<file path="src/rtl/pong_pkg.sv">
// Shared definitions for the Pong ball block: FSM state encoding,
// RGB565 colour constants and the default active-video geometry.
package pong_pkg;

  typedef enum logic [1:0] {
    ST_IDLE = 2'd0,
    ST_MOVE = 2'd1,
    ST_MISS = 2'd2
  } ball_state_e;

  localparam logic [15:0] RGB_BLACK = 16'h0000;
  localparam logic [15:0] RGB_WHITE = 16'hFFFF;
  localparam logic [15:0] RGB_RED   = 16'hF800;
  localparam logic [15:0] RGB_GREEN = 16'h07E0;
  localparam logic [15:0] RGB_BLUE  = 16'h001F;

  localparam int H_ACTIVE_DEF = 640;
  localparam int V_ACTIVE_DEF = 480;

endpackage

</file>
<file path="src/rtl/pong_ball_render.sv">
// Two-stage ball pixel pipeline: stage 1 registers the pixel offset inside
// the sprite box, stage 2 applies the optional circular mask and colour.
module pong_ball_render
  import pong_pkg::*;
#(
  parameter int          BALL_SIZE = 16,
  parameter bit          ROUND     = 1'b0,
  parameter logic [15:0] COLOR     = RGB_WHITE
) (
  input  logic        clk_i,
  input  logic        rst_i,
  input  logic [9:0]  pix_x_i,
  input  logic [9:0]  pix_y_i,
  input  logic [9:0]  ball_x_i,
  input  logic [9:0]  ball_y_i,
  output logic [15:0] pix_data_o
);

  localparam int OW = $clog2(BALL_SIZE);
  localparam int DW = OW + 2;
  localparam logic [9:0] SZ10 = 10'(BALL_SIZE);

  logic signed [10:0] ox_full, oy_full;
  logic               in_box;
  logic [OW-1:0]      ox_q, oy_q;
  logic               in_box_q;
  logic               mask;
  logic [15:0]        pix_data_d, pix_data_q;

  assign ox_full = $signed({1'b0, pix_x_i}) - $signed({1'b0, ball_x_i});
  assign oy_full = $signed({1'b0, pix_y_i}) - $signed({1'b0, ball_y_i});
  assign in_box  = !ox_full[10] && (ox_full[9:0] < SZ10) &&
                   !oy_full[10] && (oy_full[9:0] < SZ10);

  always_ff @(posedge clk_i) begin
    if (rst_i) begin
      ox_q       <= '0;
      oy_q       <= '0;
      in_box_q   <= 1'b0;
      pix_data_q <= '0;
    end else begin
      ox_q       <= ox_full[OW-1:0];
      oy_q       <= oy_full[OW-1:0];
      in_box_q   <= in_box;
      pix_data_q <= pix_data_d;
    end
  end

  generate
    if (ROUND) begin : g_round
      // Pixel centres in doubled coordinates, so the test stays exact in integers.
      logic signed [DW-1:0]   dx, dy;
      logic signed [2*DW-1:0] dx2, dy2;
      logic [2*DW:0]          r2;
      assign dx   = $signed({1'b0, ox_q, 1'b1}) - $signed(DW'(BALL_SIZE));
      assign dy   = $signed({1'b0, oy_q, 1'b1}) - $signed(DW'(BALL_SIZE));
      assign dx2  = dx * dx;
      assign dy2  = dy * dy;
      assign r2   = {1'b0, dx2} + {1'b0, dy2};
      assign mask = (r2 <= (2*DW+1)'(BALL_SIZE * BALL_SIZE));
    end else begin : g_square
      logic unused_offsets;
      assign unused_offsets = ^{ox_q, oy_q};
      assign mask = 1'b1;
    end
  endgenerate

  always_comb begin
    pix_data_d = RGB_BLACK;
    if (in_box_q && mask) pix_data_d = COLOR;
  end

  assign pix_data_o = pix_data_q;

endmodule

</file>
<file path="src/rtl/pong_ball_engine.sv">
// Pong ball block: per-frame motion with wall/paddle bounces and miss
// detection, a serve/miss sequencer, and the ball sprite renderer.
module pong_ball_engine
  import pong_pkg::*;
#(
  parameter int          H_ACTIVE    = H_ACTIVE_DEF,
  parameter int          V_ACTIVE    = V_ACTIVE_DEF,
  parameter int          BALL_SIZE   = 16,
  parameter int          SPEED_X     = 4,
  parameter int          SPEED_Y     = 3,
  parameter int          PAD_X       = 16,
  parameter int          PAD_W       = 8,
  parameter int          PAD_H       = 64,
  parameter int          MISS_FRAMES = 60,
  parameter bit          ROUND       = 1'b0,
  parameter logic [15:0] COLOR       = RGB_WHITE
) (
  input  logic        vga_clk,
  input  logic        sys_rst,
  input  logic        frame_tick,
  input  logic        serve,
  input  logic [9:0]  pad_l_y,
  input  logic [9:0]  pad_r_y,
  input  logic [9:0]  pix_x,
  input  logic [9:0]  pix_y,
  output logic [15:0] pix_data,
  output logic [9:0]  ball_x,
  output logic [9:0]  ball_y,
  output logic [1:0]  state,
  output logic        miss_l,
  output logic        miss_r
);

  localparam int CW = $clog2(MISS_FRAMES + 1);

  localparam logic [9:0]         X_CENTRE = 10'((H_ACTIVE - BALL_SIZE) / 2);
  localparam logic [9:0]         Y_CENTRE = 10'((V_ACTIVE - BALL_SIZE) / 2);
  localparam logic signed [11:0] SPD_X    = 12'(SPEED_X);
  localparam logic signed [11:0] SPD_Y    = 12'(SPEED_Y);
  localparam logic signed [11:0] SZ       = 12'(BALL_SIZE);
  localparam logic signed [11:0] X_MAX    = 12'(H_ACTIVE - BALL_SIZE);
  localparam logic signed [11:0] Y_MAX    = 12'(V_ACTIVE - BALL_SIZE);
  localparam logic signed [11:0] LF       = 12'(PAD_X + PAD_W);
  localparam logic signed [11:0] RF       = 12'(H_ACTIVE - PAD_X - PAD_W);
  localparam logic signed [11:0] ZERO     = 12'sd0;
  localparam logic [CW-1:0]      CNT_END  = CW'(MISS_FRAMES);

  ball_state_e   state_q, state_d;
  logic [9:0]    x_q, x_d, y_q, y_d;
  logic          dir_x_q, dir_x_d;      // 1 = right
  logic          dir_y_q, dir_y_d;      // 1 = down
  logic          serve_dir_q, serve_dir_d;
  logic [CW-1:0] cnt_q, cnt_d, cnt_inc;
  logic          miss_l_q, miss_l_d, miss_r_q, miss_r_d;

  logic signed [11:0] sx, sy, nx, ny;
  logic [11:0]        y_top, y_bot, pl_top, pl_bot, pr_top, pr_bot;
  logic               ov_l, ov_r, hit_l, hit_r;

  assign sx = $signed({2'b00, x_q});
  assign sy = $signed({2'b00, y_q});
  assign nx = dir_x_q ? sx + SPD_X : sx - SPD_X;
  assign ny = dir_y_q ? sy + SPD_Y : sy - SPD_Y;

  // Paddle overlap is judged on the pre-move row span.
  assign y_top  = {2'b00, y_q};
  assign y_bot  = y_top + 12'(BALL_SIZE);
  assign pl_top = {2'b00, pad_l_y};
  assign pl_bot = pl_top + 12'(PAD_H);
  assign pr_top = {2'b00, pad_r_y};
  assign pr_bot = pr_top + 12'(PAD_H);
  assign ov_l   = (y_top < pl_bot) && (pl_top < y_bot);
  assign ov_r   = (y_top < pr_bot) && (pr_top < y_bot);

  assign hit_l = !dir_x_q && (nx <= LF) && (sx >= LF) && ov_l;
  assign hit_r = dir_x_q && ((nx + SZ) >= RF) && ((sx + SZ) <= RF) && ov_r;

  assign cnt_inc = cnt_q + CW'(1);

  always_comb begin
    state_d     = state_q;
    x_d         = x_q;
    y_d         = y_q;
    dir_x_d     = dir_x_q;
    dir_y_d     = dir_y_q;
    serve_dir_d = serve_dir_q;
    cnt_d       = cnt_q;
    miss_l_d    = 1'b0;
    miss_r_d    = 1'b0;
    case (state_q)
      ST_IDLE: begin
        if (serve) begin
          dir_x_d = serve_dir_q;
          dir_y_d = 1'b1;
          state_d = ST_MOVE;
        end
      end
      ST_MOVE: begin
        if (frame_tick) begin
          if (ny < ZERO) begin
            y_d     = '0;
            dir_y_d = 1'b1;
          end else if (ny > Y_MAX) begin
            y_d     = Y_MAX[9:0];
            dir_y_d = 1'b0;
          end else begin
            y_d = ny[9:0];
          end
          if (hit_l) begin
            x_d     = LF[9:0];
            dir_x_d = 1'b1;
          end else if (hit_r) begin
            x_d     = 10'(RF - SZ);
            dir_x_d = 1'b0;
          end else if ((nx < ZERO) || (nx > X_MAX)) begin
            // Ball leaves the field: freeze where it was and serve to the loser.
            miss_l_d    = (nx < ZERO);
            miss_r_d    = (nx > X_MAX);
            serve_dir_d = (nx > X_MAX);
            cnt_d       = '0;
            state_d     = ST_MISS;
            y_d         = y_q;
            dir_y_d     = dir_y_q;
          end else begin
            x_d = nx[9:0];
          end
        end
      end
      ST_MISS: begin
        if (frame_tick) begin
          if (cnt_inc == CNT_END) begin
            cnt_d   = '0;
            x_d     = X_CENTRE;
            y_d     = Y_CENTRE;
            state_d = ST_IDLE;
          end else begin
            cnt_d = cnt_inc;
          end
        end
      end
      default: state_d = ST_IDLE;
    endcase
  end

  always_ff @(posedge vga_clk) begin
    if (sys_rst) begin
      state_q     <= ST_IDLE;
      x_q         <= X_CENTRE;
      y_q         <= Y_CENTRE;
      dir_x_q     <= 1'b1;
      dir_y_q     <= 1'b1;
      serve_dir_q <= 1'b1;
      cnt_q       <= '0;
      miss_l_q    <= 1'b0;
      miss_r_q    <= 1'b0;
    end else begin
      state_q     <= state_d;
      x_q         <= x_d;
      y_q         <= y_d;
      dir_x_q     <= dir_x_d;
      dir_y_q     <= dir_y_d;
      serve_dir_q <= serve_dir_d;
      cnt_q       <= cnt_d;
      miss_l_q    <= miss_l_d;
      miss_r_q    <= miss_r_d;
    end
  end

  assign ball_x = x_q;
  assign ball_y = y_q;
  assign state  = state_q;
  assign miss_l = miss_l_q;
  assign miss_r = miss_r_q;

  pong_ball_render #(
    .BALL_SIZE (BALL_SIZE),
    .ROUND     (ROUND),
    .COLOR     (COLOR)
  ) u_render (
    .clk_i      (vga_clk),
    .rst_i      (sys_rst),
    .pix_x_i    (pix_x),
    .pix_y_i    (pix_y),
    .ball_x_i   (x_q),
    .ball_y_i   (y_q),
    .pix_data_o (pix_data)
  );

endmodule

</file>
<file path="config.mk">
export PLATFORM = sky130hd
export DESIGN_NAME = pong_ball_engine
export DESIGN_NICKNAME = d
export VERILOG_FILES = /design/src/rtl/pong_pkg.sv /design/src/rtl/pong_ball_render.sv /design/src/rtl/pong_ball_engine.sv
export SDC_FILE = /design/constraint.sdc
export NUM_CORES = 1
export LEC_CHECK = 0
export BUFFER_PORTS_ARGS = -buffer_cell sky130_fd_sc_hd__buf_2
export CAP_MARGIN = 20
export CORE_ASPECT_RATIO = 1.25
export CORE_MARGIN = 2
export CORE_UTILIZATION = 60
export CTS_CLUSTER_DIAMETER = 200
export DETAILED_ROUTE_END_ITERATION = 10
export GPL_TIMING_DRIVEN = 0
export MAX_ROUTING_LAYER = met4
export PLACE_DENSITY = 0.95
export REMOVE_ABC_BUFFERS = 1
export SYNTH_ARGS = -nofsm -noshare
export SYNTH_HDL_FRONTEND = slang
export SYNTH_SLANG_ARGS = --single-unit
</file>
<file path="constraint.sdc">
create_clock -name vga_clk -period 6.2 [get_ports vga_clk]
set_clock_uncertainty 0.1 [all_clocks]
set_input_delay 0.93 -clock vga_clk [delete_from_list [all_inputs] [get_ports vga_clk]]
set_output_delay 0.93 -clock vga_clk [all_outputs]
set_load 0.03 [all_outputs]
</file>
==> out/qor.json, run 1 <==
{
  "status": {"value": "finished, final reports clean"},
  "vias_per_cell": {"value": 6.40},
  "final.setup.tns": {"value": 0, "unit": "ps"},
  "p_sw_share": {"value": 42.0, "unit": "%"},
  "grtUsageMet3": {"value": 3.63, "unit": "%"},
  "timing.critical_path.max_delay_family": {"value": "compound AO/OA/AOI/OAI gates"},
  "worst_hold_path.num_cells": {"value": 1},
  "dominant_synthesized_flop_cell": {"value": "dfxtp_1"},
  "cts_inserted_buffers": {"value": 5},
  "pwr_density_cell": {"value": 159, "unit": "nW/um^2"},
  "timing.critical_path.slowest_stage_cell": {"value": "a31oi_2"},
  "ys_top_cells_by_area": {"value": "ha_1, dfxtp_1, nand2_1, a21oi_1, inv_1"},
  "wl_per_cell": {"value": 16.4, "unit": "microns"},
  "synthArstFlopShare": {"value": 0, "unit": "%"},
  "timing_worst_slew_pin_value": {"value": 1140, "unit": "ps"},
  "cts_tree": {"value": "done"},
  "routed-via-count": {"value": 4553},
  "grtUsageMet1": {"value": 31.9, "unit": "%"},
  "area.growth.synth_to_final": {"value": 7.66, "unit": "%"},
  "clkTransAtPathRegs": {"value": 80, "unit": "ps"},
  "max-clock-path-buffers": {"value": 2},
  "timing.critical_path.mode_cell": {"value": "ha_1"},
  "register_area": {"value": 661, "unit": "sq um"},
  "groute.layer.met2.usage": {"value": 53.3, "unit": "%"},
  "synth_sequential_area_ratio": {"value": 15.0, "unit": "%"},
  "h_tree_lvls": {"value": 2},
  "globalRouteTotalUtil": {"value": 30.0, "unit": "%"},
  "die_w": {"value": 80.6, "unit": "microns"},
  "synth.yosys.warnings": {"value": 0},
  "initialDrtViolationCount": {"value": 327},
  "crit_path_start_kind": {"value": "flip-flop"},
  "worst_case_hold_slack": {"value": 346, "unit": "ps"},
  "synthMostInstantiatedCell": {"value": "ha_1"},
  "core": {"value": 7020, "unit": "sq um"},
  "buffer_ports.inserted": {"value": 79},
  "power_switching": {"value": 317, "unit": "uW"},
  "wire_length_of_the_first_global_routing_pass": {"value": 18900, "unit": "microns"},
  "die_height": {"value": 99.7, "unit": "microns"},
  "largest_net_degree_at_the_start_of_global_routing": {"value": 30},
  "final_max_slew_viol_count": {"value": 0},
  "filler_cells_inserted": {"value": 583},
  "worst_r2r_path_depth": {"value": 13},
  "cts_post_setup_buffers_inserted": {"value": 0},
  "number_of_synthesized_flops_with_an_enable_pin": {"value": 0},
  "cts.repair.resized": {"value": 0},
  "final_setup_vio_count": {"value": 0},
  "synthesis.instances": {"value": 574},
  "grt_setup_unrepaired": {"value": "false"},
  "drive_gt1_share": {"value": 16.7, "unit": "%"},
  "post-route-drc-count": {"value": 0},
  "p_seq_share": {"value": 33.6, "unit": "%"},
  "grt_overflow": {"value": 0},
  "post_synth.cell_area_avg": {"value": 7.66, "unit": "sq um"},
  "number_of_hold_buffers_added_after_cts": {"value": 0},
  "n_antenna_cell": {"value": 0},
  "synth_top_cells_by_count": {"value": "ha_1, nand2_1, inv_1, nor2_1, a21oi_1"},
  "numClockSinks": {"value": 33},
  "number_of_antenna_violations_at_the_first_check_in_global_routing": {"value": 0},
  "cell_area_after_synthesis": {"value": 4400, "unit": "sq um"},
  "relative_slew_slack": {"value": 22.2, "unit": "%"},
  "critical_path_cell_count": {"value": 13},
  "leakage": {"value": 0.00231, "unit": "uW"},
  "synthDominantAreaCellType": {"value": "ha_1"},
  "crit_path_max_incr_delay": {"value": 930, "unit": "ps"},
  "critical_path_required": {"value": 6300, "unit": "ps"},
  "maxCapViolations": {"value": 0},
  "place.detailed.hpwl": {"value": 8870, "unit": "microns"},
  "cp_max_fo": {"value": 23},
  "power.internal": {"value": 436, "unit": "uW"},
  "design.die.area": {"value": 8030, "unit": "sq um"},
  "synthDistinctLibCells": {"value": 76},
  "root_buffer": {"value": "clkbuf_8"},
  "period_utilization": {"value": 84.8, "unit": "%"},
  "synth.top_cell.area_share": {"value": 20.8, "unit": "%"},
  "peakVddDrop": {"value": 0.000117, "unit": "V"},
  "path_buf_inv": {"value": 1},
  "first_global_vias": {"value": 4442},
  "nNetsFinal": {"value": 737},
  "max_clock_freq": {"value": 190, "unit": "MHz"},
  "final-hold-violation-count": {"value": 0},
  "worst_setup_path_class": {"value": "reg2reg"},
  "gp_congestion": {"value": 0.963},
  "cp.arrival": {"value": 5350, "unit": "ps"},
  "clock_latency": {"value": 300, "unit": "ps"},
  "antenna_left": {"value": 0},
  "num_io_pins": {"value": 84},
  "yosys_register_bits": {"value": 33},
  "clkPwrFrac": {"value": 22.3, "unit": "%"},
  "grt_busiest_layer": {"value": "met2"},
  "drtPass1Iterations": {"value": 5},
  "multi_input_combinational_cell_area": {"value": 3310, "unit": "sq um"},
  "cp_cell_sequence": {"value": "inv_1 -> ha_1 -> mux2i_1 -> xnor2_1 -> ha_1 -> xnor3_1 -> a21boi_0 -> nor4_1 -> or4_4 -> or3_1 -> a31oi_2 -> o31ai_1 -> a221o_1"},
  "post-route-min-period": {"value": 5260, "unit": "ps"},
  "num_rows": {"value": 34},
  "pwr-share-comb": {"value": 44.1, "unit": "%"},
  "hold_path.class": {"value": "reg2reg"},
  "wl": {"value": 11600, "unit": "microns"},
  "p_total": {"value": 753, "unit": "uW"},
  "initial_core_util": {"value": 62.6, "unit": "%"},
  "worst_setup_path_end_kind": {"value": "flip-flop"}
}
## final timing paths
path	slack [ps]	start	end
hold reg to reg	350	u_render.in_box_q	u_render.pix_data_o[14]
hold / removal	350	u_render.in_box_q	u_render.pix_data_o[14]
setup reg to reg	940	ball_x[2]	ball_x[5]
setup / recovery	940	ball_x[2]	ball_x[5]
## per-stage QoR
stage	cells	setup WS, ps	instance area, sq um	util [%]
2_1_floorplan	534	1610	4140	-
3_3_place_gp	703	1140	4650	66.2
3_5_place_dp	703	1060	4650	66.2
4_1_cts	711	1010	4730	67.4
5_1_grt	711	593	4730	67.4
6_report	711	943	4730	67.4
## layout make-up
| class | count | area share (%) |
|---|---|---|
| timing repair buffer | 79 | 8.35 |
| sequential | 33 | 14.0 |
| tap | 90 | 2.38 |
| clock inverter | 3 | 0.370 |
| multi-input combinational | 457 | 70.0 |
| inverter | 44 | 3.49 |
| clock buffer | 5 | 1.45 |
## registers in the layout, indices dropped and copies added (netlist names)
register and count:
state 2, ball_x 8, cnt_q 6, dir_y_q 1, miss_l 1, u_render.pix_data_o 1, miss_r 1, dir_x_q 1
ball_y 10, u_render.in_box_q 1, serve_dir_q 1
## cell usage in the layout (no fill, tap or decap), types with 6 or more instances in the layout
| cell | instances |
|---|---|
| nor2_1 | 38 |
| dfxtp_1 | 33 |
| a211oi_1 | 7 |
| nand4_1 | 10 |
| xnor2_1 | 17 |
| mux2i_1 | 6 |
| nand2b_1 | 7 |
| nor3_1 | 14 |
| a21oi_1 | 34 |
| inv_1 | 43 |
| o31ai_1 | 7 |
| or3_1 | 8 |
| ha_1 | 73 |
| buf_2 | 79 |
| a21o_1 | 14 |
| nand3_1 | 31 |
| o21ai_0 | 21 |
| nand2_1 | 51 |
| nor4_1 | 10 |
| a31oi_1 | 11 |
| and3_1 | 6 |
## power groups by stage
| stage | Clock (uW) | Sequential, uW | Combinational, uW |
|---|---|---|---|
| final | 168 | 253 | 332 |
| after global placement | 0 | 256 | 310 |
| after floorplan | 0 | 267 | 224 |
| after global routing | 175 | 256 | 369 |
| after CTS | 167 | 252 | 328 |
| after detailed placement | 0 | 257 | 326 |
## kinds of logic after synthesis
logic type	count (synthesis)	share of synthesized area, %
simple gates	202	23.6
compound gates	151	24.2
buf+inv	85	9.70
fa+ha+maj	73	20.8
flops	33	15.0
xor+xnor	23	5.24
mux	6	1.37
other cells	1	0.0853
## per-layer routing
layer  wire, microns  up-vias
met5               0        -
met4             419        0
met3             839       50
met2            5920      223
met1            4450     2093
li1                -     2187
Note: power is estimated with default switching activity, not from simulation.
==> inputs of run 2 (changes only) <==
CORE_UTILIZATION = 52   (was 60)
PLACE_DENSITY = 0.9   (was 0.95)
clock period = 4.5 ns   (was 6.2 ns; I/O delays follow)
==> run 2 against run 1 <==
Total power increased by 50%. Highest routed layer unchanged. Critical path depth unchanged. Die area increased by 15%. Sequential cell count unchanged. First-iteration DRC count decreased by 27%.
==> out/qor.json, run 2 (synthesis results as in run 1) <==
{
  "filler_cells_inserted": {"value": 720},
  "final_area": {"value": 4880, "unit": "sq um"},
  "globalRouteTotalUtil": {"value": 26.6, "unit": "%"},
  "pwr_density_cell": {"value": 232, "unit": "nW/um^2"},
  "peakVddDrop": {"value": 0.000167, "unit": "V"},
  "relative_slew_slack": {"value": 37.7, "unit": "%"},
  "nNetsFinal": {"value": 741},
  "detailed_place.area": {"value": 4660, "unit": "sq um"},
  "initialDrtViolationCount": {"value": 239},
  "period_utilization": {"value": 95.4, "unit": "%"},
  "register_area": {"value": 666, "unit": "sq um"},
  "pre_cts_ws": {"value": -698, "unit": "ps"},
  "initial_core_util": {"value": 53.4, "unit": "%"},
  "final-hold-violation-count": {"value": 0},
  "die_height": {"value": 107, "unit": "microns"},
  "grt_setup_unrepaired": {"value": "false"},
  "num_io_pins": {"value": 84},
  "first_global_vias": {"value": 4630},
  "routed-via-count": {"value": 4581},
  "post-route-min-period": {"value": 4290, "unit": "ps"},
  "place.detailed.hpwl": {"value": 9160, "unit": "microns"},
  "cp_cell_sequence": {"value": "inv_1 -> ha_1 -> mux2i_1 -> xnor2_2 -> ha_2 -> xnor3_1 -> a21boi_0 -> nor4_1 -> or4_4 -> or3_4 -> a31o_4 -> or3_1 -> a21oi_1"},
  "vias_per_cell": {"value": 6.34},
  "number_of_antenna_violations_at_the_first_check_in_global_routing": {"value": 0},
  "cts_tree": {"value": "done"},
  "cp_max_fo": {"value": 12},
  "post-route-drc-count": {"value": 0},
  "pwr-share-comb": {"value": 43.1, "unit": "%"},
  "status": {"value": "finished, final reports clean"},
  "leakage": {"value": 0.00236, "unit": "uW"},
  "timing_worst_slew_pin_value": {"value": 925, "unit": "ps"},
  "clkTransAtPathRegs": {"value": 70, "unit": "ps"},
  "timing.hold.worst.start": {"value": "u_render.in_box_q"},
  "core": {"value": 8240, "unit": "sq um"},
  "critical_path_required": {"value": 4620, "unit": "ps"},
  "buffer_ports.inserted": {"value": 79},
  "hold_path.class": {"value": "reg2reg"},
  "maxCapViolations": {"value": 0},
  "multi_input_combinational_cell_area": {"value": 3380, "unit": "sq um"},
  "layout.cells.most_common": {"value": "buf_2"},
  "numClockSinks": {"value": 33},
  "crit_path_start_kind": {"value": "flip-flop"},
  "antenna_left": {"value": 0},
  "most-common-layout-cells": {"value": "buf_2, ha_1, nand2_1, inv_1, nor2_1"},
  "power_switching": {"value": 440, "unit": "uW"},
  "worst_setup_path_class": {"value": "reg2reg"},
  "power.internal": {"value": 692, "unit": "uW"},
  "timing.critical_path.slowest_stage_cell": {"value": "or4_4"},
  "final_max_slew_viol_count": {"value": 0},
  "p_sw_share": {"value": 38.9, "unit": "%"},
  "largest_net_degree_at_the_start_of_global_routing": {"value": 30},
  "design.die.area": {"value": 9210, "unit": "sq um"},
  "number_of_hold_buffers_added_after_cts": {"value": 0},
  "max-clock-path-buffers": {"value": 2},
  "grt_overflow": {"value": 0},
  "root_buffer": {"value": "clkbuf_8"},
  "final.setup.worst_slack": {"value": 208, "unit": "ps"},
  "clock_latency": {"value": 290, "unit": "ps"},
  "cts_inserted_buffers": {"value": 5},
  "worst_setup_path_end_kind": {"value": "flip-flop"},
  "gp_congestion": {"value": 0.923},
  "wire_length_of_the_first_global_routing_pass": {"value": 19900, "unit": "microns"},
  "wl": {"value": 11900, "unit": "microns"},
  "clkPwrFrac": {"value": 25.9, "unit": "%"},
  "die_w": {"value": 86.2, "unit": "microns"},
  "startpoint": {"value": "ball_x[2]"},
  "largest_register_ff_count": {"value": 10},
  "h_tree_lvls": {"value": 2},
  "final_setup_vio_count": {"value": 0},
  "crit_path_max_incr_delay": {"value": 590, "unit": "ps"},
  "n_antenna_cell": {"value": 0},
  "num_rows": {"value": 37},
  "drive_gt1_share": {"value": 18.9, "unit": "%"},
  "p_seq_share": {"value": 31.0, "unit": "%"},
  "drtPass1Iterations": {"value": 5},
  "timing.rr.start": {"value": "ball_x[2]"},
  "area.growth.synth_to_final": {"value": 11.0, "unit": "%"},
  "cp.arrival": {"value": 4410, "unit": "ps"},
  "max_clock_freq": {"value": 233, "unit": "MHz"},
  "wl_per_cell": {"value": 16.5, "unit": "microns"}
}
-- run 2: cell count changes in the layout (fill, tap and decap cells not counted), sizes merged --
cell / before / now
a31oi: 12 / 13
buf: 79 / 82
bufinv: 0 / 1
clkbuf: 5 / 7
clkinv: 2 / 0
clkinvlp: 1 / 0
-- run 2: stage by stage --
stage                     total power, uW  hold slack (ps)  setup TNS, ps  std cells  utilization [%]
after floorplan                       676              314          -94.1        534                -
after global placement                783              320          -6000        710             56.5
after detailed placement              806              334          -6800        710             56.5
after CTS                            1130              355              0        722             58.9
after global routing                 1200              368              0        722             59.2
final                                1130              351              0        722             59.2
-- run 2: layout make-up --
type                            count  share of cell area (%)
Timing Repair Buffer               82                    8.82
Inverter                           44                    3.38
Clock inverter                      1                   0.615
Clock buffer                        7                    1.77
Multi-Input combinational cell    458                    69.3
Tap cell                           97                    2.49
Sequential cell                    33                    13.6
-- run 2: path summary, 6_finish.rpt --
path                                                 to  slack [ps]  cells past startpoint
worst max register to register                ball_y[2]         210                     13
worst min-delay path            u_render.pix_data_o[14]         350                      1
worst min register to register  u_render.pix_data_o[14]         350                      1
worst max-delay path                          ball_y[2]         210                     13
-- run 2: power by group through the flow --
stage / Sequential, uW / Clock (uW) / Combinational [uW]
floorplan: 368 / 0 / 308
global placement: 353 / 0 / 430
detailed placement: 355 / 0 / 452
CTS: 350 / 296 / 481
global route: 355 / 307 / 537
finish: 351 / 293 / 488
-- run 2: worst max-delay path: cells and delay by family, from the launching register on --
| kind | cells | cell delay (ps) |
|---|---|---|
| DFF | 1 | 450 |
| muxes | 1 | 210 |
| and+or+nand+nor | 4 | 1590 |
| AOI/OAI and AO/OA | 3 | 760 |
| buffers and inverters | 1 | 130 |
| adders and majority gates | 2 | 550 |
| xor gates and xnor gates | 2 | 410 |
-- run 2: routing by layer --
metal  GRT usage (%)  vias up  part of all wire, %
li1                -     2203                    -
met1            29.1     2137                   40
met2            47.5      192                   51
met3            2.93       49                  5.1
met4            13.2        0                  4.1
met5               -        -                    0
-- run 2: timing repair --
action | CTS | global route
buffers inserted | 3 | 0
pin swaps | 2 | 0
endpoints found under the setup margin | 18 | 13
gates resized for setup | 8 | 6
gates cloned | 1 | 0
